===== src/rtl/edulent_control_unit.sv =====
// Microcoded control FSM for the Edulent 8-bit CPU: fetch, decode and a
// per-opcode EXEC step sequence driving the data path one command per cycle.
module edulent_control_unit (
  input  logic       i_clk,
  input  logic       i_rst,
  input  logic       i_en,
  input  logic [7:0] i_IR,
  output logic [3:0] o_transfer_cmd,
  output logic       o_inc_pc,
  output logic [1:0] o_inc_dec_sp,
  output logic       o_alu_calculate,
  output logic       o_alu_res_to_ap,
  output logic       o_reset_ir,
  output logic       o_halted,
  output logic       o_illegal
);

  typedef enum logic [2:0] {
    FETCH0, FETCH1, FETCH2, DECODE, EXEC, HALT
  } state_e;

  typedef enum logic [3:0] {
    CL_NOP, CL_LD_IMM, CL_LD_ABS, CL_LD_IND, CL_POP, CL_STA, CL_PUSH,
    CL_ALU_IMM, CL_ALU_UN, CL_JMP, CL_IN, CL_OUT, CL_JMP_AP, CL_HALT, CL_ILL
  } cls_e;

  state_e     state_q, state_d;
  logic [2:0] step_q, step_d;

  cls_e       cls;
  logic [2:0] last_step;
  logic       has_op;
  logic [3:0] ex_cmd;
  logic       ex_pc;
  logic [1:0] ex_sp;
  logic       ex_alu;

  // Opcode classification; IR is stable through DECODE and EXEC.
  always_comb begin
    cls = CL_ILL;
    case (i_IR)
      8'h00:                cls = CL_NOP;
      8'h11, 8'h13:         cls = CL_LD_IMM;
      8'h19, 8'h1B:         cls = CL_LD_ABS;
      8'h14, 8'h1C:         cls = CL_LD_IND;
      8'h1E:                cls = CL_POP;
      8'h21, 8'h23:         cls = CL_STA;
      8'h2C, 8'h2E:         cls = CL_PUSH;
      8'hA1, 8'hA5, 8'hA9:  cls = CL_JMP;
      8'hB0:                cls = CL_IN;
      8'hB1:                cls = CL_OUT;
      8'hC0:                cls = CL_JMP_AP;
      8'hFF:                cls = CL_HALT;
      default: begin
        case (i_IR[7:4])
          4'h3, 4'h6, 4'h7, 4'h8: cls = CL_ALU_IMM;
          4'h5, 4'h9:             cls = CL_ALU_UN;
          default:                cls = CL_ILL;
        endcase
      end
    endcase
  end

  always_comb begin
    last_step = 3'd0;
    case (cls)
      CL_LD_IMM:  last_step = 3'd2;
      CL_LD_ABS:  last_step = 3'd4;
      CL_LD_IND:  last_step = 3'd2;
      CL_POP:     last_step = 3'd3;
      CL_STA:     last_step = 3'd4;
      CL_PUSH:    last_step = 3'd2;
      CL_ALU_IMM: last_step = 3'd3;
      CL_ALU_UN:  last_step = 3'd1;
      CL_JMP:     last_step = 3'd2;
      default:    last_step = 3'd0;
    endcase
  end

  assign has_op = (cls == CL_LD_IMM) || (cls == CL_LD_ABS) || (cls == CL_STA) ||
                  (cls == CL_ALU_IMM) || (cls == CL_JMP);

  // EXEC microcode: steps 0/1 are the shared operand fetch where present.
  always_comb begin
    ex_cmd = 4'h0;
    ex_pc  = 1'b0;
    ex_sp  = 2'b00;
    ex_alu = 1'b0;
    if (has_op && step_q == 3'd0) ex_cmd = 4'h1;
    if (has_op && step_q == 3'd1) begin
      ex_cmd = 4'h2;
      ex_pc  = 1'b1;
    end
    case (cls)
      CL_LD_IMM: if (step_q == 3'd2) ex_cmd = 4'h5;
      CL_LD_ABS: begin
        case (step_q)
          3'd2:    ex_cmd = 4'h4;
          3'd3:    ex_cmd = 4'h2;
          3'd4:    ex_cmd = 4'h5;
          default: ;
        endcase
      end
      CL_LD_IND: begin
        case (step_q)
          3'd0:    ex_cmd = 4'h6;
          3'd1:    ex_cmd = 4'h2;
          3'd2:    ex_cmd = 4'h5;
          default: ;
        endcase
      end
      CL_POP: begin
        case (step_q)
          3'd0:    ex_sp  = 2'b01;
          3'd1:    ex_cmd = 4'h7;
          3'd2:    ex_cmd = 4'h2;
          3'd3:    ex_cmd = 4'h5;
          default: ;
        endcase
      end
      CL_STA: begin
        case (step_q)
          3'd2:    ex_cmd = 4'h4;
          3'd3:    ex_cmd = 4'h8;
          3'd4:    ex_cmd = 4'h9;
          default: ;
        endcase
      end
      CL_PUSH: begin
        case (step_q)
          3'd0:    ex_cmd = 4'h7;
          3'd1:    ex_cmd = 4'h8;
          3'd2: begin
            ex_cmd = 4'h9;
            ex_sp  = 2'b10;
          end
          default: ;
        endcase
      end
      CL_ALU_IMM: begin
        if (step_q == 3'd2) ex_alu = 1'b1;
        if (step_q == 3'd3) ex_cmd = 4'hA;
      end
      CL_ALU_UN: begin
        if (step_q == 3'd0) ex_alu = 1'b1;
        if (step_q == 3'd1) ex_cmd = 4'hA;
      end
      CL_JMP:    if (step_q == 3'd2) ex_cmd = 4'hB;
      CL_IN:     ex_cmd = 4'hC;
      CL_OUT:    ex_cmd = 4'hD;
      CL_JMP_AP: ex_cmd = 4'hE;
      default:   ;
    endcase
  end

  always_comb begin
    state_d         = state_q;
    step_d          = step_q;
    o_transfer_cmd  = 4'h0;
    o_inc_pc        = 1'b0;
    o_inc_dec_sp    = 2'b00;
    o_alu_calculate = 1'b0;
    o_alu_res_to_ap = 1'b0;
    o_reset_ir      = 1'b0;
    o_illegal       = 1'b0;
    o_halted        = (state_q == HALT);
    if (i_en) begin
      case (state_q)
        FETCH0: begin
          o_transfer_cmd = 4'h1;
          state_d        = FETCH1;
        end
        FETCH1: begin
          o_transfer_cmd = 4'h2;
          o_inc_pc       = 1'b1;
          state_d        = FETCH2;
        end
        FETCH2: begin
          o_transfer_cmd = 4'h3;
          state_d        = DECODE;
        end
        DECODE: begin
          step_d = 3'd0;
          case (cls)
            CL_NOP: begin
              o_reset_ir = 1'b1;
              state_d    = FETCH0;
            end
            CL_ILL: begin
              o_illegal  = 1'b1;
              o_reset_ir = 1'b1;
              state_d    = FETCH0;
            end
            CL_HALT: state_d = HALT;
            default: state_d = EXEC;
          endcase
        end
        EXEC: begin
          o_transfer_cmd  = ex_cmd;
          o_inc_pc        = ex_pc;
          o_inc_dec_sp    = ex_sp;
          o_alu_calculate = ex_alu;
          o_alu_res_to_ap = (i_IR[7:4] == 4'h3) && i_IR[3];
          if (step_q == last_step) begin
            o_reset_ir = 1'b1;
            step_d     = 3'd0;
            state_d    = FETCH0;
          end else begin
            step_d = step_q + 3'd1;
          end
        end
        HALT:    ;
        default: state_d = FETCH0;
      endcase
    end
    // Reset wins over everything: no command may leak while it is held.
    if (i_rst) begin
      o_transfer_cmd  = 4'h0;
      o_inc_pc        = 1'b0;
      o_inc_dec_sp    = 2'b00;
      o_alu_calculate = 1'b0;
      o_alu_res_to_ap = 1'b0;
      o_reset_ir      = 1'b0;
      o_illegal       = 1'b0;
      o_halted        = 1'b0;
    end
  end

  always_ff @(posedge i_clk) begin
    if (i_rst) begin
      state_q <= FETCH0;
      step_q  <= 3'd0;
    end else begin
      state_q <= state_d;
      step_q  <= step_d;
    end
  end

endmodule

===== config.mk =====
export PLATFORM = sky130hd
export DESIGN_NAME = edulent_control_unit
export DESIGN_NICKNAME = d
export VERILOG_FILES = /design/src/rtl/edulent_control_unit.sv
export SDC_FILE = /design/constraint.sdc
export NUM_CORES = 1
export LEC_CHECK = 0
export ABC_AREA = 1
export ABC_CLOCK_PERIOD_IN_PS = 8450
export BUFFER_PORTS_ARGS = -buffer_cell sky130_fd_sc_hd__buf_4
export CORE_MARGIN = 2
export CORE_UTILIZATION = 40
export DETAILED_ROUTE_END_ITERATION = 10
export SETUP_SLACK_MARGIN = 0.3
export SKIP_CTS_REPAIR_TIMING = 1
export SLEW_MARGIN = 20
export SYNTH_ARGS = -nofsm -noshare
export SYNTH_HDL_FRONTEND = slang
export SYNTH_SLANG_ARGS = --single-unit

===== constraint.sdc =====
create_clock -name i_clk -period 8.45 [get_ports i_clk]
set_input_delay 1.2675 -clock i_clk [delete_from_list [all_inputs] [get_ports i_clk]]
set_output_delay 1.2675 -clock i_clk [all_outputs]
set_load 0.02 [all_outputs]

# Yosys cells after proc, flatten, opt, wreduce, memory -nomap -nowiden
# Memory sizes are Yosys's and may differ from the RTL's.
# Index checks and enable logic that the tools add are counted.
# word_totals
register_bits	6
word_cells	128
mem_bits_ro	48
memories	1
# mem_list
memory	words	width	read_ports	rd_ports_with_merged_regs	wr	line_no	source
(no name shown)	16	3	1	0	0	66	case (cls)
# classes
n_addsub	1
n_eq_ne	49
n_reduce_logical	23
muxes	51
n_bitwise	1
# op_table
op	n
$pmux W4 S12	2
$pmux W4 S3	5
$eq A8 B5 Y1 const B	7
$eq A8 B8 Y1 const B	7
$eq A4 B4 Y1 const B	9
$eq A8 B6 Y1 const B	4
$eq A4 B3 Y1 const B	7
$mux W4	7
$mux W1	22
$pmux W3 S6	1
$pmux W4 S4	1
$reduce_or A2 Y1	7
$eq A3 B2 Y1 const B	4
$eq A4 B2 Y1 const B	3
$pmux W3 S2	2
$eq A3 B3 Y1 const B	3
$logic_not A8 Y1	1
$mux W2	4
$pmux W4 S2	1
$eq A3 B1 Y1 const B	2
$logic_not A3 Y1	2
$mux W3	2
$pmux W1 S2	3
$eq A4 B1 Y1 const B	1
13 further kinds	18

# Depth between registers and ports, before layout
# Gate-level depths: netlist of run 1.
# logic_depth
word_depth	17
mapped_depth	22
mapped_depth_nobuf	22

# Least setup slack after synthesis of run 1
# No wires, ideal clock.
# synth_timing
path_kind	input port to output port
start	input i_IR[5]
end	output o_reset_ir
t_arrival_ps	3454
required_time_ps	7183
slack_ps	3728
cell_stages	17
path_buffers	0
path_cell_list	inv_1 > nand2_1 > nor2_2 > nand2_1 > nand3_4 > nor2_8 > nand3_4 > nand2_1 > inv_1 > ha_1 > nand4_1 > nand2_1 > xor2_1 > nand3_2 > o21ai_1 > nand2_1 > nor2_1
# synth_via
elab_chain_len	10
elab_cells_between_ends	45
classes_between	eq/ne: 26; mux: 7; reduce/logical: 11; memory: 1
# synth_lines
item	line_no	source
start, declared	7	input logic [7:0] i_IR,
$eq A4 B2 Y1, or another cell as far along	55	case (i_IR[7:4])
$reduce_or A4 Y1 or $reduce_or A2 Y1 (tied branches)	55	
$pmux W4 S2	55	
$pmux W4 S12 (*)	41	case (i_IR)
$mem_v2 Z16 W3, or another cell as far along	n/a	
$eq A3 B3 Y1 or $reduce_or A2 Y1 (tied branches)	n/a	
$mux W1 (on tied branches)	204, 184	
$pmux W1 S2 (*)	168	case (state_q)
$mux W1 (*)	167	if (i_en) begin
$mux W1 (*)	217	if (i_rst) begin
end, declared	13	output logic o_reset_ir,
# Mark *: on every way between the ends. The rest lies on a longest branch, timed or not.

# Worst setup path after layout of run 1
# Ends and elaborated chain as after synthesis.

==> results of run 1 <==
==> power groups by stage <==
| stage | combinational [mW] | sequential, mW | clock, mW |
|---|---|---|---|
| final | 0.0690 | 0.0318 | 0.0413 |
| after global routing | 0.0787 | 0.0320 | 0.0438 |
| after CTS | 0.0688 | 0.0317 | 0.0431 |
| after detailed placement | 0.0685 | 0.0322 | 0 |
| after global placement | 0.0692 | 0.0323 | 0 |
| after floorplan | 0.0518 | 0.0316 | 0 |
==> cell families after synthesis <==
group,after synthesis,synth area share
XOR/XNOR,1,0.00579
adder cells (fa/ha/maj),10,0.0826
buffers and inverters,43,0.114
AO/OA/AOI/OAI,33,0.126
flip-flops,6,0.0793
AND/OR/NAND/NOR,182,0.593
==> state kept, by name, summed over array words and instances (netlist names) <==
signal,count
state_q,3
step_q,3
==> per-layer routing <==
metal,routed length (um),part of all wire,up-vias
met5,0,0,-
met4,58,0.014,0
met3,209,0.051,7
li1,-,-,952
met1,1910,0.46,799
met2,1930,0.47,63
==> area by class of cell <==
cell class / instances / area, um^2 / share of cell area
timing repair buffer: 22 / 165 / 0.0939
multi-input combinational: 226 / 1220 / 0.695
clock buffer: 3 / 41.3 / 0.0235
inverter: 40 / 150 / 0.0854
sequential: 6 / 120 / 0.0683
tap: 48 / 60.1 / 0.0342
==> cells in the mapped netlist (all sizes together) <==
cell type   n  share of area
buf         2          0.012
dfxtp       6          0.079
nand3      28           0.14
a22o        1         0.0058
inv        40          0.099
and2        1         0.0041
o211ai      1         0.0050
o2111a      1         0.0074
xor2        1         0.0058
o21ai      12          0.040
and3        1         0.0041
clkbuf      1         0.0025
a21oi      13          0.043
nor4        1         0.0041
nor3        6          0.020
nor2       43           0.12
nand4      17          0.070
nand2      83           0.22
nand2b      1         0.0058
o22ai       1         0.0041
ha         10          0.083
or2         1         0.0041
o32ai       2          0.012
a31oi       1         0.0041
o21a        1         0.0050
==> worst register-to-register path: stages, from the launching register on <==
cell,delay (ns)
sky130_fd_sc_hd__dfxtp_1,0.41
sky130_fd_sc_hd__inv_1,0.10
sky130_fd_sc_hd__nor3_1,0.30
sky130_fd_sc_hd__o21ai_0,0.21
sky130_fd_sc_hd__o21ai_0,0.18
sky130_fd_sc_hd__a21oi_1,0.06
==> metrics by stage <==
step	setup slack [ns]	cells	hold slack [ns]	power, mW	utilization
after global routing	3.03	345	0.535	0.155	0.480
final	3.32	345	0.522	0.142	0.480
after detailed placement	3.32	342	0.512	0.101	0.469
after global placement	3.39	342	0.517	0.101	0.469
after floorplan	3.73	275	0.472	0.0834	-
after CTS	3.32	345	0.517	0.144	0.480
==> how the worst max path moves through the flow <==
stage	endpoint	slack, ns	depth (start not counted)
after floorplan	o_reset_ir	3.73	17
after global placement	o_reset_ir	3.39	19
after detailed placement	o_reset_ir	3.32	19
after CTS	o_reset_ir	3.32	19
after global routing	o_reset_ir	3.03	19
final	o_reset_ir	3.32	19
==> results.txt, run 1 <==
The run finished with clean final reports. Data arrives at the worst endpoint at 3.86 ns. In this run the power spent charging and discharging nets is 0.0582 mW. The sequential power share came out at 0.224. The final number of hold-violating endpoints came to 0.

Clock tree synthesis selected as its root buffer the cell sky130_fd_sc_hd__clkbuf_8. The clock-pin transition on the worst setup and hold timing paths came out at 0.03 ns. The total grt overflow came out at 0. The startpoint of the worst hold path is step_q[2]. The longest clock path from root to sink contains 2 buffers. Setup repair after global routing left no endpoint under its margin.

The core outline area is 3660 um^2. In this run the worst setup path begins at i_IR[5]. The worst setup path is captured at an output pin. For the pin with the worst max-slew slack, the measured transition is 0.499 ns. The wire length per cell came out at 11.9 um. The share of total power dissipated in combinational logic is 0.486.

Across the run, the number of max-cap violations was 0. The total wirelength of the detailed-routed design came out at 4110 um. The number of sinks driven by the clock tree came out at 6.

The netlist uses 35 different library cells. The total CTS buffers is 3. The die is 65.5 um tall.

The reported leakage power came out at 0.966 nW. The pin count of the biggest net entering global routing is 14. The top cell types in the final layout, fill and taps aside, are sky130_fd_sc_hd__nand2_1 (80), sky130_fd_sc_hd__nor2_1 (40), sky130_fd_sc_hd__inv_1 (36). The sum of buffers and inverters on the critical path came out at 4. The number of cell instances on the worst register-to-register path is 5. The busiest metal layer after global routing is met2. The reg-to-reg endpoint is step_q[0]. The critical path is of the input port to output pin type. The first-pass GRT wire length came out at 6990 um. Adding up every negative setup slack in the final design gives 0 ns.

The clock tree from TritonCTS is built. The initial antenna violation count came out at 0. Headroom to the max-slew limit came out at 0.666. The average cell area after synthesis came out at 5.51 um^2. The placed standard-cell area is 1720 um^2. The final count of pins violating max slew is 0.

The ratio of final minimum period to clock period came out at 0.607. The effective utilization at floorplan came out at 0.414. The slack of the worst reg-to-reg path is 7.08 ns. The H-tree depth reported by CTS is 1. The share of final-layout standard cells stronger than drive strength 1 is 0.152.

The part of the power in the clock network is 0.291. The synthesized netlist net count is 296. In this design, the largest share of critical-path delay is due to simple AND/OR/NAND/NOR gates. After synthesis the cells add up to 1510 um^2. The post-synthesis cell count is 275.

The worst setup path is launched from an input port. The internal power of the cells totals 0.0839 mW. The post-synthesis sequential area ratio is 0.0793. The delay of the slowest cell on the worst path came out at 0.29 ns.

The final RePlAce weighted congestion came out at 0.920. The detailed router's first-iteration violation count is 148. Of all nets on the critical path, the largest fanout is 8.

The half-perimeter wire length of the detailed placement result came out at 3460 um. The number of warnings reported in the yosys synthesis log came out at 0. The power density over the cells came out at 80.9 nW/um^2. The largest vdd supply drop is 66.5 uV.

The critical path goes through buf_4 > inv_1 > nand2_1 > nor2_2 > nand2_1 > nand3_4 > nor2_8 > nand3_4 > nand2_1 > inv_1 > ha_1 > nand4_1 > nand2_1 > xor2_1 > nand3_2 > o21ai_1 > nand2_1 > nor2_1 > buf_4. The via total after detailed routing came out at 1821. The die outline area is 4290 um^2. The met2 track utilization from global routing is 0.346. The per-cell via count in the routed design is 5.28. The global routing usage summed across all routing layers came out at 0.202. In the routed design, unresolved DRC markers number 0. The worst path needs 5.13 ns of the cycle, external delays included.

Relative to the synthesized area, the layout overhead comes to 16.1%. In this run the worst hold path is classified as flip-flop to flip-flop. The cell at the slowest stage of the critical path is sky130_fd_sc_hd__ha_1. The worst hold path terminates at step_q[2]. Once detail routing completed, the nets flagged for antenna violations numbered 0. During placement, the flow inserted port buffers numbering 22.

The number of global-route vias before repair is 1675. Setup violations remaining at the end of the flow were counted as 0. The worst endpoint required time is 7.18 ns. Between clock sinks in the finished design, the worst skew comes to 0.00242 ns. The number of placement rows came out at 22.

The number of synthesized register bits came out at 6. The latest clock arrival within the worst-skew pair came out at 0.22 ns. For this run, the detailed router's first-pass iteration total came to 4. The number of antenna diodes in the final layout is 0.

The number of top-level pins came out at 23. Fill cells in the final layout number 427. The cell with the most instances on the worst path is sky130_fd_sc_hd__nand2_1. In the global route stage, met1 resource usage came out at 0.254. The net switching fraction of the power came out at 0.410. The achievable clock frequency came out at 195 MHz. The cell area after layout came out at 1760 um^2. The die boundary width is 65.5 um. In this run the critical register-to-register path is launched from state_q[0]. Leaving out fill and tap cells, the most frequent cell in the layout is sky130_fd_sc_hd__nand2_1. The met3 track demand over resource in global routing is 0.0291.

For this run, the post-layout net count is 320. The number of stages on the worst hold path came out at 2.
No activity file was read; power rests on OpenSTA's default activity.
==> run 2, diff against run 1 <==
ABC_CLOCK_PERIOD_IN_PS = 5270   (was 8450)
clock period = 5.27 ns   (was 8.45 ns; I/O delays follow)
==> run 2 against run 1 <==
Count of clock-buffer cells in the layout unchanged. Register-to-register slack got worse by 3.2 ns. Worst hold slack got worse by 0.0062 ns. First-iteration DRC count increased by 18%. Sequential power increased by 60%. Clock power increased by 59%. Global-route usage increased by 0.49 points. Die area unchanged. Routed wire length increased by 1.6%. Utilization unchanged. Cell area unchanged. Via count increased by 0.60%. Largest power group unchanged.
==> results.txt, run 2 (same netlist as run 1, synthesis figures left out) <==
Counting along the longest clock path gives a buffer depth of 2. Power spread over the standard cell area amounts to 130 nW/um^2. The clock tree skew after final layout came out at 0.00209 ns. The highest metal layer carrying signal wires in the routed design is met4. The final number of hold-violating endpoints came out at 0. The H-tree depth reported by CTS came out at 1. For the pin with the worst max-slew slack, the measured transition is 0.489 ns.

The number of placement rows is 22. Walking the worst path, the cells encountered are buf_4 > inv_1 > nand2_1 > nor2_2 > nand2_1 > nand3_4 > nor2_8 > nand3_4 > nand2_1 > inv_1 > ha_1 > nand4_1 > nand2_1 > xor2_1 > nand3_2 > o21ai_1 > nand2_1 > nor2_1 > buf_4. The final RePlAce weighted congestion is 0.920. The minimum period implied by the final worst setup slack is 4.19 ns.

The global routing usage summed across all routing layers is 0.207. The met3 layer wire length in the routed design is 234 um. The number of remaining DRC errors is 0. Along the worst hold path, the cell count comes to 2. The die outline area came out at 4290 um^2. The core outline area came out at 3660 um^2.

Leaving out fill and tap cells, the most frequent cells in the layout are sky130_fd_sc_hd__nand2_1 (80), sky130_fd_sc_hd__nor2_1 (40), sky130_fd_sc_hd__inv_1 (36). The routed length on met1 is 1960 um. The final setup violation count is 0. The final count of pins violating max slew came out at 0.

The effective utilization at floorplan is 0.414. The worst register-to-register path ends at step_q[0]. The die boundary width came out at 65.5 um.

The number of global-route vias before repair is 1641. The ratio of final minimum period to clock period is 0.795. The total CTS buffers is 3.

The initial antenna violation count came out at 0. The startpoint identified for the worst hold timing path is step_q[2]. For flop-to-flop paths, the worst setup slack is 3.90 ns.

The final total negative setup slack came out at 0 ns. The worst-case headroom to the max-slew limit came out at 0.673. The total of buffers placed on input and output ports is 22. The number of antenna diodes in the final layout is 0. The arrival time at the worst endpoint came out at 3.40 ns. The number of sinks driven by the clock tree came out at 6. The cell at the slowest stage of the critical path is sky130_fd_sc_hd__ha_1. The first-pass GRT wire length came out at 7220 um. The start of the worst register-to-register path is state_q[0]. In this design, the stage delay of the slowest critical-path cell is 0.29 ns.

In this run the static leakage power is 0.966 nW. The number of max-cap violations is 0. The overall power after layout is 0.228 mW. The critical path is of the input port to output pin type. The latest clock arrival within the worst-skew pair came out at 0.22 ns.

The detailed-routing iteration count for the pre-antenna-repair pass is 5. The total grt overflow came out at 0. The half-perimeter wire length of the detailed placement result came out at 3510 um. The wire length per cell is 12.1 um.

The dominant delay contributor by cell family on the critical path is simple AND/OR/NAND/NOR gates. Setup repair after global routing left no endpoint under its margin. 23 I/O pins were placed. The largest registers in the layout are state_q (3), step_q (3). The worst endpoint required time is 4.48 ns.

The min-delay analysis places its worst path in the category flip-flop to flip-flop. The cell sitting at the root of the clock tree is a sky130_fd_sc_hd__clkbuf_8. The most common library cell in the layout ignoring fill and taps is sky130_fd_sc_hd__nand2_1.

The floorplan step set the die height to 65.5 um. Counting both buffers and inverters, the worst setup path holds a total of 4. After clock tree synthesis, the clock-pin slew on the worst setup and hold paths is 0.03 ns. The total wirelength of the detailed-routed design is 4170 um.

The clock tree from TritonCTS is built. The flow ran to the end, and the final reports show no timing, DRC or antenna violations. The total met2 wirelength after detailed routing is 1930 um. The detailed router's first-iteration violation count came out at 174. The endpoint of the worst hold-timing path is step_q[2]. The per-cell via count in the routed design is 5.31. The number of cell instances on the worst register-to-register path is 5.

The category of the worst setup path capture point is an output pin. The via total after detailed routing came out at 1832. The number of antenna-violating nets in the routed design came out at 0. In this design, the critical path's most frequently occurring cell is sky130_fd_sc_hd__nand2_1. After the last flow step, the layout net total stands at 320. The achievable clock frequency came out at 239 MHz. In this run the worst path has a maximum fanout of 8. The number of fill cells in the layout came out at 412.

The signed area change from the synthesized netlist to the final layout came out at 16.1%. The critical path startpoint category is an input port. The pin count of the biggest net entering global routing came out at 14. The largest vdd supply drop came out at 156 uV.

The share of final-layout standard cells stronger than drive strength 1 is 0.152.
-- run 2: power breakdown --
group / internal [mW] / switching (mW) / leakage (nW)
Clock: 0.0488 / 0.0170 / 0.0216
Sequential: 0.0480 / 0.00298 / 0.0490
Combinational: 0.0376 / 0.0738 / 0.896
Total: 0.134 / 0.0938 / 0.966
-- run 2: area by class of cell --
cell class              count  area [um^2]  area share
inverters                  40          150      0.0854
multi-input cells         226         1220       0.695
well taps                  48         60.1      0.0342
clock buffers               3         41.3      0.0235
repair buffers             22          165      0.0939
flip-flops and latches      6          120      0.0683
-- run 2: metal layers --
layer | track usage | vias to the layer above
met5 | 0 | -
li1 | - | 957
met1 | 0.271 | 811
met3 | 0.0360 | 6
met2 | 0.358 | 58
met4 | 0.0365 | 0
-- run 2: worst max-delay path by stage --
stage,from,slack [ns],cells after the start,end
floorplan,i_IR[5],1.50,17,o_reset_ir
global placement,i_IR[5],1.17,19,o_reset_ir
detailed placement,i_IR[5],1.08,19,o_reset_ir
CTS,i_IR[5],1.08,19,o_reset_ir
global route,i_IR[5],0.78,19,o_transfer_cmd[1]
finish,i_IR[5],1.08,19,o_reset_ir
-- run 2: worst reg2reg max path, delay by kind of cell (launching register included) --
family,cells,cell delay (ns)
AOI/OAI and AO/OA,3,0.45
buffers and inverters,1,0.10
DFF,1,0.40
and+or+nand+nor,1,0.30
-- run 2: per-stage QoR --
step | std cells | utilization | instance area (um^2) | setup WS (ns) | hold slack, ns
after floorplan | 275 | - | 1510 | 1.50 | 0.472
after global placement | 342 | 0.469 | 1720 | 1.17 | 0.517
after detailed placement | 342 | 0.469 | 1720 | 1.08 | 0.510
after CTS | 345 | 0.480 | 1760 | 1.08 | 0.515
after global routing | 345 | 0.480 | 1760 | 0.785 | 0.534
final | 345 | 0.480 | 1760 | 1.08 | 0.516
==> run 3, diff against run 2 <==
ABC_CLOCK_PERIOD_IN_PS = 4320   (was 5270)
clock period = 4.32 ns   (was 5.27 ns; I/O delays follow)
==> run 3 against run 2 <==
Flip-flop and latch count unchanged. Sequential power up 22%. Combinational power up 28%. Clock skew about the same. Register-to-register slack worse by 0.95 ns. Largest cell class unchanged. Critical path depth unchanged. Routed wire length up 3.5%. Global-route usage up 0.16 points. Sequential share of layout area down 0.15 points. Highest routed layer unchanged. Utilization up 1.1 points.
==> results.txt, run 3 (same netlist as run 1, synthesis figures left out) <==
The critical path goes through buf_4 > inv_1 > nand2_1 > nor2_2 > nand2_1 > nand3_4 > nor2_8 > nand3_4 > nand2_1 > inv_2 > ha_4 > nand4_1 > nand2_1 > xor2_1 > nand3_2 > o21ai_1 > nand2_1 > nor2_1 > buf_4. After detailed routing, the number of vias per cell comes to 5.34. The number of fill cells in the layout came out at 411. The final RePlAce weighted congestion came out at 0.920. The number of stages on the worst hold path came out at 2.

The worst register-to-register path has a depth of 5. The routed design has 4320 um of wire. The category of the worst setup path capture point is an output pin. Setup total negative slack on the finished layout was measured at 0 ns. The via total after detailed routing came out at 1843. Port buffering added 22 buffers. The effective utilization at floorplan is 0.414. Once detailed placement completed, the half-perimeter wirelength came to 3570 um. The die boundary width came out at 65.5 um. Based on the critical path, the design can be clocked at up to 265 MHz. In the layout the commonest cells are sky130_fd_sc_hd__nand2_1 (79), sky130_fd_sc_hd__nor2_1 (39), sky130_fd_sc_hd__inv_1 (35). The repair_antennas step left the layout with diodes totalling 0. Setup repair after global routing could not meet its margin everywhere. The power density over the cells is 158 nW/um^2. The cell at the slowest stage of the critical path is sky130_fd_sc_hd__nand4_1. Of all nets on the critical path, the largest fanout is 8. The delay of the slowest cell on the worst path is 0.19 ns. Counting stages on the worst path, the most repeated cell is sky130_fd_sc_hd__nand2_1.

In this run, the number of DRC markers left after iteration 0 of detailed routing was 150. The number of placement rows is 22. The total grt overflow came out at 0. The global routing usage summed across all routing layers came out at 0.209. After detailed routing, the average wire length per cell comes to 12.5 um. The worst-case headroom to the max-slew limit is 0.533.

The core outline area is 3660 um^2. The placed standard-cell area came out at 1720 um^2. The clock tree skew after final layout is 0.00179 ns. The tightest min-delay check is of the flip-flop to flip-flop type. The worst endpoint required time came out at 3.67 ns. The final number of hold-violating endpoints was 0. The H-tree depth reported by CTS is 1.

The critical path startpoint category is an input port. The reported leakage power came out at 0.973 nW. Among cell families on the critical path, the largest total delay comes from simple AND/OR/NAND/NOR gates.

The finished cells cover 1800 um^2. Clock tree synthesis found a total of 6 sinks. TritonCTS built the clock tree. Across the run, the number of max-cap violations was 0. Leaving out fill and tap cells, the most frequent cell in the layout is sky130_fd_sc_hd__nand2_1.

The layout net count is 320. The number of global-route vias before repair is 1684. For hold timing, the worst endpoint is step_q[2].

The cell sitting at the root of the clock tree is a sky130_fd_sc_hd__clkbuf_8. Clock latency on the worst-skew pair, taken at its later pin, is 0.22 ns. The sum of buffers and inverters on the critical path came out at 4. The worst-margin pin slew is 0.699 ns.

In this run the critical register-to-register path is launched from state_q[0]. The flow ran to the end, and the final reports show no timing, DRC or antenna violations. The largest registers in the layout are state_q (3), step_q (3). The final setup violation count is 0. Dividing the final minimum period by the clock period gives 0.873.

The worst register-to-register path ends at step_q[0]. The share of final-layout standard cells stronger than drive strength 1 came out at 0.168. The clock-pin transition on the worst setup and hold timing paths is 0.03 ns. In this run the count of I/O pins placed on the die edge is 23. The detailed-routing iteration count for the pre-antenna-repair pass came out at 5. Data arrives at the worst endpoint at 3.12 ns.

The number of remaining DRC errors came out at 0. The floorplan die height is 65.5 um. The slack of the worst reg-to-reg path is 2.95 ns. The final count of pins violating max slew is 0. Counting along the longest clock path gives a buffer depth of 2. The minimum period implied by the final worst setup slack came out at 3.77 ns. The initial antenna violation count is 0. The startpoint of the worst hold path is step_q[2]. The largest vdd supply drop came out at 164 uV.

The path length in cells of the critical path is 19. The pin count of the biggest net entering global routing came out at 14. The number of antenna-violating nets in the routed design came out at 0. The signed area change from the synthesized netlist to the final layout came out at 18.8%. The die outline area came out at 4290 um^2.

The first-pass GRT wire length is 7240 um. The total CTS buffers came out at 3. The setup path with the least slack is of type input port to output pin.
==> run 3: cell counts in the layout (fill, tap and decap cells not counted) <==
No cell type changed its count.
==> run 3: per-stage QoR <==
step                      utilization  setup WS (ns)  total power, mW  std cells  hold WS [ns]
after detailed placement        0.469          0.413            0.198        342         0.515
after floorplan                     -          0.837            0.163        275         0.472
after global placement          0.469          0.503            0.198        342         0.517
after global routing            0.491          0.281            0.311        345         0.544
after CTS                       0.480          0.408            0.280        345         0.519
final                           0.491          0.549            0.285        345         0.517
==> run 3: worst max-delay path by stage <==
stage	start	end	slack, ns
after global routing	i_IR[5]	o_reset_ir	0.28
after global placement	i_IR[5]	o_reset_ir	0.50
after CTS	i_IR[5]	o_reset_ir	0.41
final	i_IR[5]	o_reset_ir	0.55
after detailed placement	i_IR[5]	o_reset_ir	0.41
after floorplan	i_IR[5]	o_reset_ir	0.84
==> run 3: worst register-to-register path: stages, from the launching register on <==
cell,delay (ns)
sky130_fd_sc_hd__dfxtp_1,0.41
sky130_fd_sc_hd__inv_1,0.10
sky130_fd_sc_hd__nor3_1,0.30
sky130_fd_sc_hd__o21ai_0,0.21
sky130_fd_sc_hd__o21ai_0,0.18
sky130_fd_sc_hd__a21oi_1,0.06
==> run 3: report_power, final <==
part	total [mW]	internal, mW	switching [mW]	leakage, nW
Combinational	0.142	0.0483	0.0940	0.903
Sequential	0.0623	0.0586	0.00375	0.0490
Clock	0.0803	0.0596	0.0208	0.0216
==> run 3: cell type report <==
| class | count | area, um^2 | area share |
|---|---|---|---|
| timing repair buffer | 22 | 165 | 0.0919 |
| inverter | 40 | 150 | 0.0835 |
| sequential | 6 | 120 | 0.0668 |
| tap | 48 | 60.1 | 0.0334 |
| multi-input combinational | 226 | 1260 | 0.701 |
| clock buffer | 3 | 41.3 | 0.0230 |
==> run 3: layer usage <==
metal  vias up  track usage  share of wire
met3         4       0.0240          0.052
met1       808        0.279           0.48
li1        961            -              -
met5         -            0              0
met4         0       0.0391         0.0044
met2        70        0.362           0.47
